===== config.mk =====
export PLATFORM = sky130hd
export DESIGN_NAME = dmem_arbiter
export DESIGN_NICKNAME = d
export VERILOG_FILES = /design/src/rtl/dmem_pkg.sv /design/src/rtl/dmem_arbiter_rr_pick2.sv /design/src/rtl/dmem_arbiter.sv
export SDC_FILE = /design/constraint.sdc
export NUM_CORES = 1
export LEC_CHECK = 0
export ABC_CLOCK_PERIOD_IN_PS = 8940
export CELL_PAD_IN_SITES_DETAIL_PLACEMENT = 1
export CELL_PAD_IN_SITES_GLOBAL_PLACEMENT = 1
export CORE_MARGIN = 2
export CORE_UTILIZATION = 25
export DETAILED_ROUTE_END_ITERATION = 6
export DONT_BUFFER_PORTS = 1
export PLACE_DENSITY_LB_ADDON = 0.1
export SYNTH_ARGS = -nofsm -noshare
export SYNTH_HDL_FRONTEND = slang
export SYNTH_SLANG_ARGS = --single-unit

===== constraint.sdc =====
create_clock -name clk -period 8.94 [get_ports clk]
set_input_delay 2.682 -clock clk [delete_from_list [all_inputs] [get_ports clk]]
set_output_delay 2.682 -clock clk [all_outputs]
set_load 0.05 [all_outputs]

===== src/rtl/dmem_pkg.sv =====
// Shared types for the data-memory arbiter: owner encoding, the memory
// request bundle and the debug view of the arbiter state.
package dmem_pkg;

    localparam int DMEM_ADDR_W = 8;
    localparam int DMEM_DATA_W = 16;
    localparam int LOCK_DBG_W  = 8;

    typedef enum logic [1:0] {
        IDLE     = 2'd0,
        CPU_OWN  = 2'd1,
        HOST_OWN = 2'd2
    } owner_e;

    typedef struct packed {
        logic                   we;
        logic [DMEM_ADDR_W-1:0] addr;
        logic [DMEM_DATA_W-1:0] wdata;
    } mem_req_t;

    typedef struct packed {
        owner_e                owner;
        logic                  last_host;
        logic [LOCK_DBG_W-1:0] lock_cnt;
    } dbg_t;

    function automatic mem_req_t make_req(input logic                   we,
                                          input logic [DMEM_ADDR_W-1:0] addr,
                                          input logic [DMEM_DATA_W-1:0] wdata);
        mem_req_t r;
        r.we    = we;
        r.addr  = addr;
        r.wdata = wdata;
        return r;
    endfunction

endpackage


===== src/rtl/dmem_arbiter_rr_pick2.sv =====
// Two-requester round-robin picker (bit 0 = CPU, bit 1 = host) with a
// bounded lock override that lets the host keep the memory for a burst.
module rr_pick2
    import dmem_pkg::*;
#(
    parameter int MAX_LOCK = 4,
    parameter int LCW      = $clog2(MAX_LOCK + 1)
) (
    input  logic           clk,
    input  logic           reset,
    input  logic [1:0]     req_i,
    input  logic           lock_i,
    input  logic           host_own_i,
    output logic [1:0]     gnt_o,
    output logic           last_host_o,
    output logic [LCW-1:0] lock_cnt_o
);

    logic           last_host_q, last_host_d;
    logic [LCW-1:0] lock_cnt_q, lock_cnt_d;
    logic           lock_win;

    always_comb begin
        lock_win = host_own_i && lock_i && (lock_cnt_q < LCW'(MAX_LOCK));
        gnt_o    = 2'b00;
        if (!reset) begin
            case (req_i)
                2'b01:   gnt_o = 2'b01;
                2'b10:   gnt_o = 2'b10;
                2'b11:   gnt_o = (lock_win || !last_host_q) ? 2'b10 : 2'b01;
                default: gnt_o = 2'b00;
            endcase
        end
    end

    // A burst run ends on any CPU grant or as soon as the host drops lock.
    always_comb begin
        last_host_d = last_host_q;
        if (gnt_o[0]) begin
            last_host_d = 1'b0;
        end else if (gnt_o[1]) begin
            last_host_d = 1'b1;
        end

        lock_cnt_d = lock_cnt_q;
        if (gnt_o[0] || !lock_i) begin
            lock_cnt_d = '0;
        end else if (gnt_o[1] && (lock_cnt_q != LCW'(MAX_LOCK))) begin
            lock_cnt_d = lock_cnt_q + 1'b1;
        end
    end

    always_ff @(posedge clk) begin
        if (reset) begin
            last_host_q <= 1'b1;
            lock_cnt_q  <= '0;
        end else begin
            last_host_q <= last_host_d;
            lock_cnt_q  <= lock_cnt_d;
        end
    end

    assign last_host_o = last_host_q;
    assign lock_cnt_o  = lock_cnt_q;

endmodule


===== src/rtl/dmem_arbiter.sv =====
// Shares the single-port data memory between the CPU control unit and the
// host/debug port; one access per cycle, read data routed back by owner tag.
module dmem_arbiter
    import dmem_pkg::*;
#(
    parameter int ADDR_W   = DMEM_ADDR_W,
    parameter int DATA_W   = DMEM_DATA_W,
    parameter int MAX_LOCK = 4,
    parameter int CNT_W    = 16
) (
    input  logic              clk,
    input  logic              reset,
    input  logic              cpu_req,
    input  logic              cpu_we,
    input  logic [ADDR_W-1:0] cpu_addr,
    input  logic [DATA_W-1:0] cpu_wdata,
    output logic              cpu_gnt,
    output logic              cpu_rvalid,
    output logic [DATA_W-1:0] cpu_rdata,
    input  logic              host_req,
    input  logic              host_we,
    input  logic              host_lock,
    input  logic [ADDR_W-1:0] host_addr,
    input  logic [DATA_W-1:0] host_wdata,
    output logic              host_gnt,
    output logic              host_rvalid,
    output logic [DATA_W-1:0] host_rdata,
    output logic [ADDR_W-1:0] mem_addr,
    output logic              mem_wr,
    output logic [DATA_W-1:0] mem_wdata,
    input  logic [DATA_W-1:0] mem_rdata,
    output logic [CNT_W-1:0]  conflict_cnt,
    output dbg_t              dbg_o
);

    localparam int LCW = $clog2(MAX_LOCK + 1);

    // Handshake: req is the valid, gnt is the ready. A requester holds req and
    // its addr/we/wdata stable until it sees gnt=1; the access happens at that
    // rising edge, and a read returns exactly one cycle later on rvalid.

    owner_e            owner_q;
    logic              rd_cpu_q, rd_host_q;
    logic [DATA_W-1:0] cpu_hold_q, host_hold_q;
    logic [CNT_W-1:0]  conflict_q, conflict_d;
    logic [1:0]        gnt;
    logic              last_host;
    logic [LCW-1:0]    lock_cnt;
    mem_req_t          cpu_r, host_r, win_r;

    rr_pick2 #(
        .MAX_LOCK (MAX_LOCK),
        .LCW      (LCW)
    ) u_pick (
        .clk         (clk),
        .reset       (reset),
        .req_i       ({host_req, cpu_req}),
        .lock_i      (host_lock),
        .host_own_i  (owner_q == HOST_OWN),
        .gnt_o       (gnt),
        .last_host_o (last_host),
        .lock_cnt_o  (lock_cnt)
    );

    assign cpu_gnt  = gnt[0];
    assign host_gnt = gnt[1];

    // mem_req_t is sized by the package defaults; instantiate with matching widths.
    always_comb begin
        cpu_r  = make_req(cpu_we, cpu_addr, cpu_wdata);
        host_r = make_req(host_we, host_addr, host_wdata);
        win_r  = '0;
        if (gnt[0]) begin
            win_r = cpu_r;
        end else if (gnt[1]) begin
            win_r = host_r;
        end
    end

    assign mem_addr  = win_r.addr;
    assign mem_wdata = win_r.wdata;
    assign mem_wr    = win_r.we;

    always_ff @(posedge clk) begin
        if (reset) begin
            owner_q   <= IDLE;
            rd_cpu_q  <= 1'b0;
            rd_host_q <= 1'b0;
        end else begin
            rd_cpu_q  <= cpu_gnt & ~cpu_we;
            rd_host_q <= host_gnt & ~host_we;
            if (cpu_gnt) begin
                owner_q <= CPU_OWN;
            end else if (host_gnt) begin
                owner_q <= HOST_OWN;
            end else begin
                owner_q <= IDLE;
            end
        end
    end

    // A read landing in a reset cycle is dropped rather than returned.
    assign cpu_rvalid  = rd_cpu_q & ~reset;
    assign host_rvalid = rd_host_q & ~reset;
    assign cpu_rdata   = cpu_rvalid  ? mem_rdata : cpu_hold_q;
    assign host_rdata  = host_rvalid ? mem_rdata : host_hold_q;

    always_ff @(posedge clk) begin
        if (reset) begin
            cpu_hold_q  <= '0;
            host_hold_q <= '0;
        end else begin
            if (cpu_rvalid) begin
                cpu_hold_q <= mem_rdata;
            end
            if (host_rvalid) begin
                host_hold_q <= mem_rdata;
            end
        end
    end

    always_comb begin
        conflict_d = conflict_q;
        if (cpu_req && host_req && (conflict_q != '1)) begin
            conflict_d = conflict_q + 1'b1;
        end
    end

    always_ff @(posedge clk) begin
        if (reset) begin
            conflict_q <= '0;
        end else begin
            conflict_q <= conflict_d;
        end
    end

    assign conflict_cnt = conflict_q;

    assign dbg_o = '{owner: owner_q, last_host: last_host,
                     lock_cnt: LOCK_DBG_W'(lock_cnt)};

endmodule

==> Word level (Yosys, flattened, before mapping) <==
Index checks and enable logic that the tools add are counted.
Widths: inputs -> output; s select.
{ "totals": {"reg_bits": 56, "input_bits": 71, "output_inout_bits": 88, "elab_cells": 48} }
{ "classes": {"add_sub_neg": 2, "magnitude_cmp": 1, "n_eq_ne": 6, "mux": 11, "bitwise_logic": 7, "n_reduce_logical": 12} }
{ "ops": {"columns": ["operator", "n"], "rows": [
  ["$mux 25", 2],
  ["$mux 16", 2],
  ["$add 16x1->16 const B", 1],
  ["$ne 16x16->1 const B", 1],
  ["$eq 2x2->1 const B", 3],
  ["$mux 2", 3],
  ["$pmux 2 s3", 1],
  ["$logic_and 1x1->1", 5],
  ["$and 1x1->1", 4],
  ["$reduce_or 2->1", 2],
  ["$add 3x1->3 const B", 1],
  ["$lt 3x3->1 const B", 1],
  ["$mux 1", 3],
  ["$ne 3x3->1 const B", 1],
  ["$not 1->1", 3],
  ["$eq 2x1->1 const B", 1],
  ["$logic_not 1->1", 2],
  ["$logic_or 1x1->1", 2],
  ["$reduce_bool 2->1", 1]
]} }

==> Logic depth before layout (Yosys ltp) <==
{ "logic_depth": {"word_depth": 9, "ltp_mapped": 6, "mapped_depth_nobuf": 6} }

==> By module <==
A second synthesis with hierarchy kept.
{ "hier_totals": {"hier_cells": 291, "hier_area_um2": 2867.8} }
{ "by_module_without_submodules": {"columns": ["module", "instances", "cells_each", "area_each_um2", "seq_area_each_um2"], "rows": [
  ["dmem_arbiter", 1, 258, 2503.7, 1041.0],
  ["rr_pick2", 1, 33, 364.1, 80.1]
]} }

==> Worst setup path after synthesis <==
Ideal clock, no wire load.
{ "synth_timing": {"path_kind": "input-to-output", "start": "in host_lock", "end": "out mem_addr[0]", "t_arrival_ns": 4.562, "required_ns": 6.258, "path_slack_ns": 1.696, "path_stages": 5, "path_cell_list": "nand4bb_1 > a21boi_0 > nor3_2 > clkbuf_1 > a22o_1"} }
{ "synth_between": {"word_cells_on_any_way": 8} }
{ "synth_lines": {"columns": ["element", "line_no", "rtl"], "rows": [
  ["start, declared", "dmem_arbiter.sv:22", "input logic host_lock,"],
  ["$logic_and 1x1->1 (2 in series)", "dmem_arbiter_rr_pick2.sv:24", "lock_win = host_own_i && lock_i && (lock_cnt_q < LCW'(MAX_LOCK));"],
  ["$logic_or 1x1->1", "dmem_arbiter_rr_pick2.sv:30", "2'b11: gnt_o = (lock_win || !last_host_q) ? 2'b10 : 2'b01;"],
  ["$mux 2", "dmem_arbiter_rr_pick2.sv:30", null],
  ["$pmux 2 s3", "dmem_arbiter_rr_pick2.sv:27", "case (req_i)"],
  ["$mux 2", "dmem_arbiter_rr_pick2.sv:26", "if (!reset) begin"],
  ["via cpu_gnt", "dmem_arbiter.sv:17", "output logic cpu_gnt,"],
  ["$mux 25", "dmem_arbiter.sv:73", "if (gnt[0]) begin"],
  ["end, declared", "dmem_arbiter.sv:28", "output logic [ADDR_W-1:0] mem_addr,"]
]} }
The timed path passes the listed nets, and every way through them passes these cells.

==> Worst setup path after layout <==
{ "layout_timing": {"start": "in host_lock", "end": "out mem_wdata[7]"} }
{ "layout_between": {"elab_chain_cells": 8} }
{ "layout_rtl": {"columns": ["element", "line_no", "rtl"], "rows": [
  ["$logic_and 1x1->1 (2 in series)", "dmem_arbiter_rr_pick2.sv:24", null],
  ["$logic_or 1x1->1", "dmem_arbiter_rr_pick2.sv:30", null],
  ["$mux 2", "dmem_arbiter_rr_pick2.sv:30", null],
  ["$pmux 2 s3", "dmem_arbiter_rr_pick2.sv:27", null],
  ["$mux 2", "dmem_arbiter_rr_pick2.sv:26", null],
  ["via host_gnt", "dmem_arbiter.sv:25", "output logic host_gnt,"],
  ["$mux 25", "dmem_arbiter.sv:75", "end else if (gnt[1]) begin"],
  ["$mux 25", "dmem_arbiter.sv:73", null],
  ["end, declared", "dmem_arbiter.sv:30", "output logic [DATA_W-1:0] mem_wdata,"]
]} }
The timed path passes the listed nets, and every way through them passes these cells.

==> impl_metrics.prom <==
# TYPE chip_impl_metric gauge
chip_impl_info{name="run_status",value="finished clean"} 1
chip_impl_metric{name="post_synth.cell_area_avg",unit="um^2"} 9.785
chip_impl_metric{name="placeableCoreArea",unit="um^2"} 10750
chip_impl_metric{name="synth-edff-count",unit=""} 0
chip_impl_metric{name="globalplace.congestion",unit=""} 0.8824
chip_impl_info{name="critPathCaptureType",value="output port"} 1
chip_impl_metric{name="antenna_found_initial",unit=""} 2
chip_impl_metric{name="cp_slowest_stage_delay",unit="ps"} 940
chip_impl_metric{name="final_hold_viol_count",unit=""} 0
chip_impl_metric{name="filler_cell_count",unit=""} 1267
chip_impl_metric{name="aggregate_global_routing_overflow",unit=""} 0
chip_impl_metric{name="routed-via-count",unit=""} 2098
chip_impl_metric{name="netlist-cell-type-count",unit=""} 44
chip_impl_metric{name="clkSinkCount",unit=""} 56
chip_impl_metric{name="worst_ir_drop_vdd",unit="V"} 0.00006095
chip_impl_metric{name="firstDrtPassIters",unit=""} 4
chip_impl_info{name="cts_tree",value="yes"} 1
chip_impl_metric{name="asyncSetResetFlopFracSynth",unit="%"} 0
chip_impl_info{name="timing.critical_path.from_type",value="input port"} 1
chip_impl_metric{name="timing.clock.skew",unit="ps"} 2.342
chip_impl_metric{name="data_arrival_time_of_the_critical_path",unit="ps"} 4450
chip_impl_metric{name="layout.core_utilization",unit="%"} 27.50
chip_impl_metric{name="clk_pin_slew",unit="ps"} 100
chip_impl_metric{name="synth.cell_area",unit="um^2"} 2720
chip_impl_info{name="path_delay_family",value="compound AO/OA/AOI/OAI gates"} 1
chip_impl_metric{name="cts_max_level",unit=""} 2
chip_impl_metric{name="detail_route.wirelength",unit="mm"} 8.181
chip_impl_metric{name="ant_nets",unit=""} 0
chip_impl_metric{name="avgViaCountPerCell",unit=""} 5.105
chip_impl_metric{name="fin_nets",unit=""} 342
chip_impl_metric{name="vias_in_the_first_global_route",unit=""} 2133
chip_impl_metric{name="yosysSeqAreaShare",unit="%"} 41.21
chip_impl_metric{name="post_cts_resized",unit=""} 0
chip_impl_metric{name="power-per-cell-area",unit="nW/um^2"} 174.7
chip_impl_metric{name="cp_num_buf_inv",unit=""} 0
chip_impl_metric{name="power",unit="uW"} 516.2
chip_impl_metric{name="tmin_final",unit="ps"} 7136
chip_impl_metric{name="regToRegSetupSlack",unit="ps"} 6260
chip_impl_metric{name="p_clk_share",unit="%"} 33.0
chip_impl_info{name="yosysTopAreaCell",value="sky130_fd_sc_hd__dfxtp_1"} 1
chip_impl_metric{name="p_sw",unit="uW"} 162.7
chip_impl_metric{name="post-dp-hpwl",unit="mm"} 6.123
chip_impl_metric{name="floorplan.die.width",unit="um"} 108.3
chip_impl_info{name="synth_ff_type",value="sky130_fd_sc_hd__dfxtp_1"} 1
chip_impl_metric{name="totalNegativeSetupSlack",unit="ps"} 0
chip_impl_metric{name="crit_path_max_fanout",unit=""} 29
chip_impl_metric{name="port_buffers",unit=""} 0
chip_impl_metric{name="synth.top_cell.area_share",unit="%"} 41.21
chip_impl_metric{name="intPower",unit="uW"} 353.5
chip_impl_info{name="worstHoldPathType",value="reg -> reg"} 1
chip_impl_metric{name="design.die.area",unit="um^2"} 11730
chip_impl_metric{name="height_of_the_die",unit="um"} 108.3
chip_impl_metric{name="cts_setup_buffers",unit=""} 0
chip_impl_metric{name="worst_pin_slew",unit="ps"} 1055
chip_impl_metric{name="initial_core_utilization",unit="%"} 25.31
chip_impl_metric{name="grt_first_pass_wirelength",unit="mm"} 11.80
chip_impl_metric{name="finalWorstSetupSlack",unit="ps"} 1804
chip_impl_metric{name="number_of_ports_placed_on_the_die_boundary",unit=""} 159
chip_impl_metric{name="reported_max_cap_violation_count",unit=""} 0
chip_impl_info{name="crit_path_cell_trace",value="nand4bb_1, a31oi_4, a22o_1"} 1
chip_impl_info{name="critPathKind",value="in -> out"} 1
chip_impl_metric{name="pre_cts_slack",unit="ps"} 1834
chip_impl_metric{name="fmax",unit="GHz"} 0.1401
chip_impl_metric{name="critPathRequiredTime",unit="ps"} 6260
chip_impl_metric{name="setup-violations-final",unit=""} 0
chip_impl_metric{name="grt_start_max_net_pins",unit=""} 60
chip_impl_metric{name="core.rowCount",unit=""} 38
chip_impl_metric{name="groute.usage.overall",unit="%"} 13.31
chip_impl_metric{name="leakage",unit="nW"} 1.071
chip_impl_info{name="cpMaxStageDelayCell",value="sky130_fd_sc_hd__a31oi_4"} 1
chip_impl_metric{name="switching_share",unit="%"} 31.52
chip_impl_metric{name="share_comb_of_total_power",unit="%"} 16.3
chip_impl_info{name="netlist_top_cells_area",value="sky130_fd_sc_hd__dfxtp_1 41%, sky130_fd_sc_hd__mux2_2 14%, sky130_fd_sc_hd__nor2b_1 8.5%"} 1
chip_impl_metric{name="postSynthRegisterBits",unit=""} 56
chip_impl_metric{name="synth.yosys.warnings",unit=""} 0
chip_impl_metric{name="drtIter0Drc",unit=""} 78
chip_impl_metric{name="seq_power_share",unit="%"} 50.7
chip_impl_metric{name="wl_per_cell",unit="um"} 19.91
chip_impl_metric{name="cell_count_after_synthesis",unit=""} 278
chip_impl_metric{name="drc_errors",unit=""} 0
chip_impl_metric{name="cts_buffers",unit=""} 5
chip_impl_metric{name="final_max_slew_viol_count",unit=""} 0
chip_impl_info{name="clockRootBuffer",value="sky130_fd_sc_hd__clkbuf_8"} 1
chip_impl_metric{name="worst_skew_pair.late_latency",unit="ps"} 300
chip_impl_metric{name="max_slew_margin",unit="%"} 29.68
chip_impl_metric{name="drive_above_1_share",unit="%"} 20.07
chip_impl_metric{name="clock_tree.buffer_depth",unit=""} 2
chip_impl_metric{name="area_growth_syn_to_layout",unit="%"} 8.647
chip_impl_metric{name="hold_fix_buffer_count_after_cts",unit=""} 0
chip_impl_info{name="rsz0062_at_grt",value="no"} 1
chip_impl_metric{name="final.period_utilization",unit="%"} 79.82
==> power groups by stage <==
stage / sequential (mW) / combinational (mW) / clock (mW)
after global placement: 0.267 / 0.0843 / 0
after floorplan: 0.265 / 0.0859 / 0
after detailed placement: 0.268 / 0.0846 / 0
final: 0.262 / 0.0843 / 0.170
after global routing: 0.262 / 0.0877 / 0.188
after CTS: 0.262 / 0.0849 / 0.181
==> worst reg2reg max path: cells and delay by family, from the launching register on <==
kind                       cells  cell delay (ps)
DFF                            1              720
AOI/OAI and AO/OA              1              650
adders and majority gates      1              360
muxes                          1              330
and+or+nand+nor                2              530
==> through the flow <==
step	instance area [um^2]	cells	hold WS, ps
floorplan	2735	282	474.1
global placement	2839	401	746.9
detailed placement	2839	401	772.6
CTS	2950	409	787.2
global route	2955	411	831.5
finish	2955	411	783.1
==> synthesized netlist by cell type (2+ instances only) <==
cell type,count
sky130_fd_sc_hd__or3_2,3
sky130_fd_sc_hd__nor2b_1,37
sky130_fd_sc_hd__buf_4,6
sky130_fd_sc_hd__buf_2,4
sky130_fd_sc_hd__buf_1,3
sky130_fd_sc_hd__mux2_2,33
sky130_fd_sc_hd__a22o_1,25
sky130_fd_sc_hd__and2_1,2
sky130_fd_sc_hd__a311oi_1,2
sky130_fd_sc_hd__inv_1,6
sky130_fd_sc_hd__mux2i_1,2
sky130_fd_sc_hd__a21oi_1,12
sky130_fd_sc_hd__nor3_1,5
sky130_fd_sc_hd__or3_1,2
sky130_fd_sc_hd__nand4_1,4
sky130_fd_sc_hd__and4_1,4
sky130_fd_sc_hd__dfxtp_1,56
sky130_fd_sc_hd__clkbuf_1,11
sky130_fd_sc_hd__nand3_1,4
sky130_fd_sc_hd__or4_1,4
sky130_fd_sc_hd__nand2_1,5
sky130_fd_sc_hd__a31oi_1,3
sky130_fd_sc_hd__nor4_1,2
sky130_fd_sc_hd__o31ai_1,5
sky130_fd_sc_hd__nor2_1,8
sky130_fd_sc_hd__ha_1,3
sky130_fd_sc_hd__nand2b_1,3
sky130_fd_sc_hd__o21ai_0,8
==> cell families (layout without fill, tap and decap cells) <==
kind of cell,count (synthesis),in the layout,share of synthesized area (%)
AOI/OAI and AO/OA,60,60,16.01
xor gates and xnor gates,1,1,0.3220
adders and majority gates,3,3,1.380
buffers and inverters,30,17,5.152
DFF,56,56,41.21
muxes,35,35,14.40
other,1,7,0.1379
and+or+nand+nor,92,92,21.39
==> placed cells by master, fill, tap and decap left out, types with 3 or more instances in the layout <==
| master | count |
|---|---|
| sky130_fd_sc_hd__a21oi_1 | 12 |
| sky130_fd_sc_hd__a22o_1 | 25 |
| sky130_fd_sc_hd__and4_1 | 4 |
| sky130_fd_sc_hd__buf_4 | 3 |
| sky130_fd_sc_hd__clkbuf_8 | 5 |
| sky130_fd_sc_hd__conb_1 | 5 |
| sky130_fd_sc_hd__dfxtp_1 | 56 |
| sky130_fd_sc_hd__ha_1 | 3 |
| sky130_fd_sc_hd__inv_1 | 6 |
| sky130_fd_sc_hd__mux2_2 | 33 |
| sky130_fd_sc_hd__nand2_1 | 5 |
| sky130_fd_sc_hd__nand2b_1 | 3 |
| sky130_fd_sc_hd__nand3_1 | 4 |
| sky130_fd_sc_hd__nand4_1 | 4 |
| sky130_fd_sc_hd__nor2_1 | 8 |
| sky130_fd_sc_hd__nor2b_1 | 36 |
| sky130_fd_sc_hd__nor3_1 | 5 |
| sky130_fd_sc_hd__o21ai_0 | 8 |
| sky130_fd_sc_hd__o31ai_1 | 5 |
| sky130_fd_sc_hd__or3_2 | 3 |
| sky130_fd_sc_hd__or4_1 | 4 |
==> sequential cells by signal, indices dropped and copies added, names as in the netlist <==
| signal | cells |
|---|---|
| u_pick.lock_cnt_o | 3 |
| owner_q | 2 |
| rd_host_q | 1 |
| conflict_cnt | 16 |
| host_hold_q | 16 |
| rd_cpu_q | 1 |
| u_pick.last_host_o | 1 |
| cpu_hold_q | 16 |
==> routing by layer <==
| metal | part of all wire (%) | up-vias | wire length (um) | global-route usage (%) |
|---|---|---|---|---|
| li1 | - | 985 | - | - |
| met1 | 37 | 989 | 3013 | 13.95 |
| met2 | 50 | 113 | 4112 | 23.85 |
| met3 | 9.8 | 11 | 802 | 4.762 |
| met4 | 3.1 | 0 | 253 | 5.952 |
| met5 | 0 | - | 0 | 0 |
==> path summary, 6_finish.rpt <==
check / start / end / depth (start not counted)
hold / removal: conflict_cnt[15] / conflict_cnt[15] / 2
setup / recovery: host_lock / mem_wdata[7] / 3
setup reg to reg: conflict_cnt[1] / conflict_cnt[14] / 5
hold reg to reg: conflict_cnt[15] / conflict_cnt[15] / 2
==> cell type report <==
| class | count | area, um^2 | area share, % |
|---|---|---|---|
| Clock inverter | 3 | 42.54 | 1.439 |
| Multi-Input combinational cell | 196 | 1498 | 50.68 |
| Timing Repair Buffer | 3 | 22.52 | 0.7621 |
| Sequential cell | 56 | 1121 | 37.93 |
| Clock buffer | 5 | 68.82 | 2.329 |
| Inverter | 6 | 22.52 | 0.7621 |
| Tap cell | 140 | 175.2 | 5.927 |
| Antenna cell | 2 | 5.005 | 0.1693 |
No activity file was read; power rests on OpenSTA's default activity.
